### src/rtl/rr_arbiter_8x3.sv
// Round-robin arbiter for 8 requesters. The grant goes out as a binary index
// with a valid flag, and is held until done, a request drop, or a timeout.
module rr_arbiter_8x3 #(
    parameter int TIMEOUT_CYCLES = 15,
    parameter int CNT_W          = 4
) (
    input  logic       clk,
    input  logic       rst_n,
    input  logic       en,
    input  logic [7:0] req,
    input  logic       done,
    output logic       gnt_valid,
    output logic [2:0] gnt_idx,
    output logic       timeout,
    output logic       busy
);

    typedef enum logic {IDLE, GRANT} state_t;

    localparam bit             TMO_EN   = (TIMEOUT_CYCLES != 0);
    localparam logic [CNT_W-1:0] TMO_LAST = CNT_W'(TIMEOUT_CYCLES - 1);
    localparam logic [CNT_W-1:0] CNT_MAX  = '1;

    state_t           state;
    state_t           state_nx;
    logic [2:0]       ptr;
    logic [CNT_W-1:0] cnt;
    logic [2:0]       winner;
    logic             grant_now;
    logic             release_now;
    logic             rel_done;
    logic             rel_drop;
    logic             rel_tmo;

    // Scan from ptr+8 down to ptr+1 so the nearest request after ptr wins last;
    // ptr itself (offset 8) has the lowest priority.
    always_comb begin
        winner = ptr;
        for (int i = 8; i >= 1; i--) begin
            if (req[ptr + 3'(i)]) winner = ptr + 3'(i);
        end
    end

    always_comb begin
        state_nx    = state;
        rel_done    = done;
        rel_drop    = !req[gnt_idx];
        rel_tmo     = TMO_EN && (cnt == TMO_LAST);
        grant_now   = (state == IDLE) && en && (req != 8'h00);
        release_now = (state == GRANT) && (rel_done || rel_drop || rel_tmo);
        case (state)
            IDLE:    if (grant_now)   state_nx = GRANT;
            GRANT:   if (release_now) state_nx = IDLE;
            default: state_nx = IDLE;
        endcase
    end

    always_ff @(posedge clk or negedge rst_n) begin
        if (!rst_n) begin
            state   <= IDLE;
            ptr     <= 3'd7;
            cnt     <= '0;
            gnt_idx <= 3'd0;
            timeout <= 1'b0;
        end else begin
            state   <= state_nx;
            // Pulse only when the timeout alone ended the grant.
            timeout <= release_now && !rel_done && !rel_drop;
            if (grant_now) begin
                gnt_idx <= winner;
                ptr     <= winner;
                cnt     <= '0;
            end else if (state == GRANT && cnt != CNT_MAX) begin
                cnt <= cnt + 1'b1;
            end
        end
    end

    assign gnt_valid = (state == GRANT);
    assign busy      = (state == GRANT);

endmodule
### config.mk
export PLATFORM = sky130hd
export DESIGN_NAME = rr_arbiter_8x3
export DESIGN_NICKNAME = d
export VERILOG_FILES = /design/src/rtl/rr_arbiter_8x3.sv
export SDC_FILE = /design/constraint.sdc
export NUM_CORES = 1
export LEC_CHECK = 0
export ABC_CLOCK_PERIOD_IN_PS = 9450
export CAP_MARGIN = 10
export CORE_UTILIZATION = 60
export DETAILED_ROUTE_END_ITERATION = 7
export PLACE_DENSITY = 0.86
export RECOVER_POWER = 100
export SLEW_MARGIN = 20
export SYNTH_ARGS = -nofsm -noshare
export SYNTH_HDL_FRONTEND = slang
export SYNTH_SLANG_ARGS = --single-unit
### constraint.sdc
create_clock -name clk -period 9.45 [get_ports clk]
set_input_delay 1.4175 -clock clk [delete_from_list [all_inputs] [get_ports clk]]
set_output_delay 1.4175 -clock clk [all_outputs]
set_load 0.005 [all_outputs]
==> results of run 1 <==
## kinds of logic after synthesis
| group | after synthesis |
|---|---|
| adders and majority gates | 4 |
| and+or+nand+nor | 53 |
| muxes | 24 |
| DFF | 12 |
| xor gates and xnor gates | 5 |
| AOI/OAI and AO/OA | 39 |
| buffers and inverters | 16 |
## registers in the layout (all words and copies together), names as in the netlist
name     count
cnt          4
ptr          3
busy         1
timeout      1
gnt_idx      3
## path summary, 6_finish.rpt
kind / depth (start not counted) / from / slack [ns] / end
worst max-delay path: 7 / req[7] / 5.74 / gnt_idx[0]
worst min register to register: 1 / gnt_idx[2] / 0.57 / gnt_idx[2]
max in group asynchronous: 1 / rst_n / 7.51 / cnt[0]
min in group asynchronous: 1 / rst_n / 1.57 / busy
worst max register to register: 8 / ptr[0] / 6.01 / gnt_idx[1]
worst min-delay path: 1 / gnt_idx[2] / 0.57 / gnt_idx[2]
## report_power, final
group          internal, mW  switching, mW
logic                 0.222          0.234
registers            0.0773         0.0587
clock network        0.0235         0.0198
total                 0.323          0.313
## routing by layer
layer	routed length (um)	vias to the layer above	track usage, %
met5	0	-	0
met4	46	0	2.778
met3	244	12	3.030
met2	1769	85	51.56
met1	1600	655	45.09
li1	-	617	-
## cells in the final DEF (no fill, tap or decap), types with 5 or more instances in the layout
cell type,count
clkdlybuf4s50_1,9
dfrtp_1,9
dlygate4sd3_1,8
inv_1,7
mux2_2,7
mux2i_1,8
mux4_2,7
nand2_1,11
nor2_1,10
nor2b_1,5
nor3_1,7
o21ai_0,5
## Yosys cell counts (3+ instances only)
cell / n
a211o_1: 3
a21boi_1: 3
a21oi_1: 4
a221oi_1: 4
and3_1: 3
clkbuf_1: 6
dfrtp_1: 9
dfstp_2: 3
ha_1: 4
inv_1: 7
mux2_2: 7
mux2i_1: 8
mux4_2: 7
nand2_1: 11
nand2b_1: 4
nand3_1: 4
nor2_1: 10
nor2b_1: 5
nor3_1: 7
o211ai_1: 3
o21ai_0: 5
xnor2_1: 3
## through the flow
| stage | power [mW] | cells | hold WS, ns | worst slack, ns | area [um2] |
|---|---|---|---|---|---|
| after global placement | 0.5853 | 189 | 0.5455 | 5.647 | 1556 |
| after global routing | 0.6807 | 193 | 0.5967 | 5.505 | 1584 |
| after floorplan | 0.4970 | 153 | 0.5170 | 6.383 | 1408 |
| after detailed placement | 0.5954 | 189 | 0.5573 | 5.659 | 1556 |
| after CTS | 0.6422 | 193 | 0.5807 | 5.946 | 1593 |
| final | 0.6357 | 193 | 0.5662 | 5.745 | 1584 |
## layout make-up
type,instances,area (um2)
timing repair buffer,17,170.2
tap,28,35.03
fill,180,628.1
clock buffer,4,36.28
multi-input combinational,125,1012
inverter,7,26.28
sequential,12,304.0
==> key figures, run 1 <==
Outcome
  • Status: finished, final reports clean

Timing
  • Final setup fails: 0
  • Setup TNS: 0 ns
  • Tmin final: 3.705 ns
  • Slew Limit Headroom: 31.34%
  • Worst Skew: 0.0008041 ns
  • Period utilization: 39.21%
  • Worst-margin pin slew: 1.024 ns
  • RSZ-0062 raised after global routing: no
  • Final Hold Fails: 0
  • Max Clock Freq: 0.2699 GHz
  • Max Slew Vio Count: 0

Worst setup path
  • Startpoint Class: input port
  • CP bufs+invs: 1
  • CP Capture Type: register
  • Critical path data arrival time: 3.85 ns
  • CP max stage cell: dlygate4sd3_1
  • Crit path required time: 9.59 ns
  • Worst path cell trace: dlygate4sd3_1 -> mux2_2 -> a22o_1 -> or3_1 -> o31ai_1 -> mux2i_1 -> o211ai_1
  • Slowest stage delay, CP: 0.63 ns
  • CP delay by family, top: compound AO/OA/AOI/OAI gates
  • CP Max Fanout: 7
  • Kind of critical path: input port to register

Routing
  • Post-route ant nets: 0
  • Via/cell ratio: 7.093
  • DRC viols: 0
  • DRT Wirelength: 3.661 mm
  • Starting DRC count in detailed routing: 41
  • DRT Pass-1 Iters: 4
  • Via Count: 1369
  • Avg WL per Cell: 18.97 um

Logic synthesis
  • Synth area leader: dfrtp_1
  • Synth top area cells: dfrtp_1 16%, mux4_2 11%, mux2i_1 5.7%, dfstp_2 5.6%, mux2_2 5.6%
  • Largest family of logic cells by synthesized area: multiplexers
  • Yosys warnings: 0
  • Post-Syn Area: 1408 um2
  • Syn Nets: 169
  • EDFF count, synth: 0
  • Synth Area in Compound Gates: 20.98%
  • Mux cell area share after synthesis: 25.42%
  • Syn Area/Cell: 9.200 um2
  • Synth top area share: 16.00%
  • Register area share after synthesis: 21.60%
  • Synth Area in Simple Gates: 19.47%
  • Adder-Cell Fraction of Synth Area: 3.556%
  • Async SR Flop Fraction: 100.0%
  • Primary FF master, synth: dfrtp_1
  • Synthesized instance count: 153
  • Synthesized flop and latch total: 12
  • Yosys cell types: 49
  • Synth Area in XOR/XNOR: 3.111%

Clock network
  • # Post-CTS Setup Buffers: 0
  • CTS resizes: 0
  • Max clock buf depth: 2
  • CTS root buf: clkbuf_4
  • Clk_lat worst skew: 0.28 ns
  • H-tree depth: 1
  • Inserted Clock Buffers: 3
  • Hold_buf cts: 0
  • Clock Pin Slew Worst Setup and Hold Paths: 0.08 ns
  • TritonCTS clock tree: built
  • Sink Count: 12

Global routing
  • Total GRT Usage: 30.96%
  • Largest net degree at the start of global routing: 24
  • Initial antenna violation count: 0
  • Vias in the first global route: 1193
  • First-pass GRT wire length: 5.913 mm
  • Gr ovfl total: 0

Cells and area
  • Fin util: 71.61%
  • Layout net count: 182
  • Diode count: 0
  • P&R area growth vs syn: 12.53%
  • Layout cells sized above 1: 13.94%

Floorplan
  • FP Rows: 17
  • Initial Utilization: 63.63%
  • Die area: 2544 um2
  • Io pins: 18
  • Core area: 2212 um2
  • Die height: 50.44 um
  • Die Width: 50.44 um

Pwr
  • Max VDD drop: 212.2 uV
  • Lkg Pwr: 0.6412 nW
  • Pwr/cell area: 401.3 nW/um2

Placed design
  • HPWL Detailed: 2.753 mm
  • Port bufs: 17
  • GP Congestion: 0.9984

Min path
  • Hold crit path type: register to register

Job
  • Max Cap Violations: 0
No activity file was read; power rests on OpenSTA's default activity.
==> inputs of run 2 (changes only) <==
- ABC_CLOCK_PERIOD_IN_PS: 9450 -> 3250
- CORE_UTILIZATION: 60 -> 50
- PLACE_DENSITY: 0.86 -> 0.76
- clock period: 9.45 -> 3.25 ns (I/O delays scaled with it)
==> run 2 against run 1 <==
Critical path type is now register to register. Register-to-register slack got worse by 5.6 ns. First-iteration DRC count grew 66%. Largest cell class unchanged. Utilization decreased by 8.1 points.
==> key figures, run 2 (same netlist as run 1, synthesis figures left out) <==
Outcome
  • Status: finished, final reports clean

Worst setup path
  • Crit path required time: 3.44 ns (-6.15 ns)
  • Crit path depth: 8 (+1)
  • Worst Reg2Reg Path Length in Cells: 8 (unchanged)
  • CP bufs+invs: 1 (unchanged)
  • CP Launch Point: ptr[0]
  • Startpoint Class: register
  • Worst path cell trace: inv_1 -> ha_1 -> mux4_2 -> mux2_2 -> a21oi_1 -> and4b_1 -> o311ai_1 -> a21boi_0
  • Reg2Reg Setup Slack: 0.37 ns (-5.64 ns)
  • Worst reg2reg startpoint: ptr[0]
  • Kind of critical path: register to register
  • Critical path data arrival time: 3.07 ns (-0.78 ns)
  • CP delay by family, top: multiplexers
  • CP max stage cell: dfstp_1
  • CP Capture Type: register
  • Slowest stage delay, CP: 0.53 ns (-0.10 ns)
  • CP Max Fanout: 9 (+2)

Placed design
  • Dpl cell area: 1604 um2 (+3.1%)
  • HPWL Detailed: 2.535 mm (-7.9%)
  • GP Congestion: 0.9405 (-5.8%)
  • DP Worst Slack: 0.3960 ns (-5.263 ns)
  • Port bufs: 17 (unchanged)

Timing
  • Period utilization: 88.65%
  • Final setup fails: 0 (unchanged)
  • Slew Limit Headroom: 64.41% (+33 points)
  • Worst-margin pin slew: 0.5321 ns (-0.4915 ns)
  • Setup TNS: 0 ns (unchanged)
  • Tmin final: 2.881 ns
  • Max Slew Vio Count: 0 (unchanged)
  • Final Hold Fails: 0 (unchanged)
  • Final worst slack: 0.3688 ns (-5.376 ns)
  • Worst Skew: 0.002743 ns (+0.001939 ns)
  • RSZ-0062 raised after global routing: no
  • Max Clock Freq: 0.3471 GHz

Global routing
  • Initial antenna violation count: 0 (unchanged)
  • First-pass GRT wire length: 5.347 mm (-9.6%)
  • Gr ovfl total: 0 (unchanged)
  • Vias in the first global route: 1130 (-5.3%)
  • Total GRT Usage: 24.93% (-6.0 points)
  • Largest net degree at the start of global routing: 23 (-4.2%)

Pwr
  • Sequential power share: 16.3% (-5.1 points)
  • Lkg Pwr: 0.6708 nW (+4.6%)
  • Clk pwr share: 6.4% (-0.4 points)
  • Power consumption: 1.866 mW (+190%)
  • Internal: 993.2 uW (+210%)
  • Pwr/cell area: 1144 nW/um2 (+180%)
  • Combinational Power Share: 77.3% (+5.5 points)
  • Net switching power: 872.7 uW (+180%)
  • Max VDD drop: 645.7 uV (+200%)
  • Switching Share: 46.77% (-2.4 points)

Clock network
  • CTS root buf: clkbuf_4
  • Hold_buf cts: 0 (unchanged)
  • Sink Count: 12 (unchanged)
  • Max clock buf depth: 2 (unchanged)
  • Inserted Clock Buffers: 3 (unchanged)
  • Clk_lat worst skew: 0.27 ns (about the same)
  • Clock Pin Slew Worst Setup and Hold Paths: 0.08 ns (about the same)
  • CTS resizes: 0 (unchanged)
  • # Post-CTS Setup Buffers: 0 (unchanged)
  • TritonCTS clock tree: built
  • H-tree depth: 1 (unchanged)

Floorplan
  • Die area: 3032 um2 (+19%)
  • Die height: 55.06 um (+9.2%)
  • Io pins: 18 (unchanged)
  • Die Width: 55.06 um (+9.2%)
  • Initial Utilization: 54.82% (-8.8 points)
  • FP Rows: 18 (+1)
  • Core area: 2567 um2 (+16%)

Cells and area
  • Footprint of the multi-input gates: 1016 um2 (+0.37%)
  • Most frequent cells in the layout: 11 x nand2_1, 10 x nor2_1, 9 x dfrtp_1, 9 x clkdlybuf4s50_1
  • Diode count: 0 (unchanged)
  • Most common cell after layout, fill and taps aside: nand2_1
  • Top Registers: cnt x4, gnt_idx x3, ptr x3
  • Fillcell total: 215 (+19%)
  • Layout cells sized above 1: 16.37% (+2.4 points)
  • Most flops, register: cnt
  • Final non-filler cell area: 1632 um2 (+3.0%)
  • Reg area: 304.0 um2 (unchanged)
  • Layout net count: 188 (+3.3%)
  • P&R area growth vs syn: 15.91%
  • Flip-flop count of the largest register after layout: 4 (unchanged)

Min path
  • Hold path depth: 1 (unchanged)
  • Hold Crit Start: gnt_idx[2]
  • Hold crit path type: register to register

Routing
  • Avg WL per Cell: 16.44 um (-13%)
  • Starting DRC count in detailed routing: 68 (+66%)
  • Post-route ant nets: 0 (unchanged)
  • DRC viols: 0 (unchanged)
  • Via/cell ratio: 6.542 (-7.8%)
  • DRT Wirelength: 3.305 mm (-9.7%)
  • Via Count: 1315 (-3.9%)
  • DRT Pass-1 Iters: 4 (unchanged)

Job
  • Max Cap Violations: 0 (unchanged)
## run 2: final cells by class
cell class | count | share of cell area [%]
inverters | 7 | 1.610
clock buffers | 4 | 2.224
multi-input cells | 125 | 62.27
flip-flops and latches | 12 | 18.64
well taps | 30 | 2.301
repair buffers | 23 | 12.96
## run 2: worst paths after layout
| check | to |
|---|---|
| setup / recovery | gnt_idx[1] |
| hold / removal | gnt_idx[2] |
| setup reg to reg | gnt_idx[1] |
| hold reg to reg | gnt_idx[2] |
| max in group asynchronous | ptr[2] |
| min in group asynchronous | busy |
## run 2: through the flow
stage / hold WS (ns) / cells / utilization (%)
after detailed placement: 0.5657 / 197 / 62.48
after CTS: 0.5701 / 201 / 63.89
final: 0.5787 / 201 / 63.55
after global placement: 0.5464 / 197 / 62.48
after floorplan: 0.1919 / 153 / -
after global routing: 0.6110 / 201 / 63.55
## run 2: power groups by stage
stage / Combinational [mW] / Clock, mW / Sequential (mW)
after floorplan: 1.17 / 0 / 0.271
after global placement: 1.44 / 0 / 0.307
after detailed placement: 1.45 / 0 / 0.309
after CTS: 1.46 / 0.125 / 0.307
after global routing: 1.58 / 0.137 / 0.313
final: 1.44 / 0.120 / 0.304
## run 2: routing by layer
layer / global-route usage [%] / wire [um]
met3: 8.197 / 266
met4: 1.250 / 0
met2: 37.35 / 1527
met1: 36.50 / 1511
met5: 0 / 0
==> inputs of run 3 (changes only) <==
- SKIP_CTS_REPAIR_TIMING: unset -> 1
==> results of run 3 <==
Same layout as run 2: the final DEF is identical, and so are final timing and power.
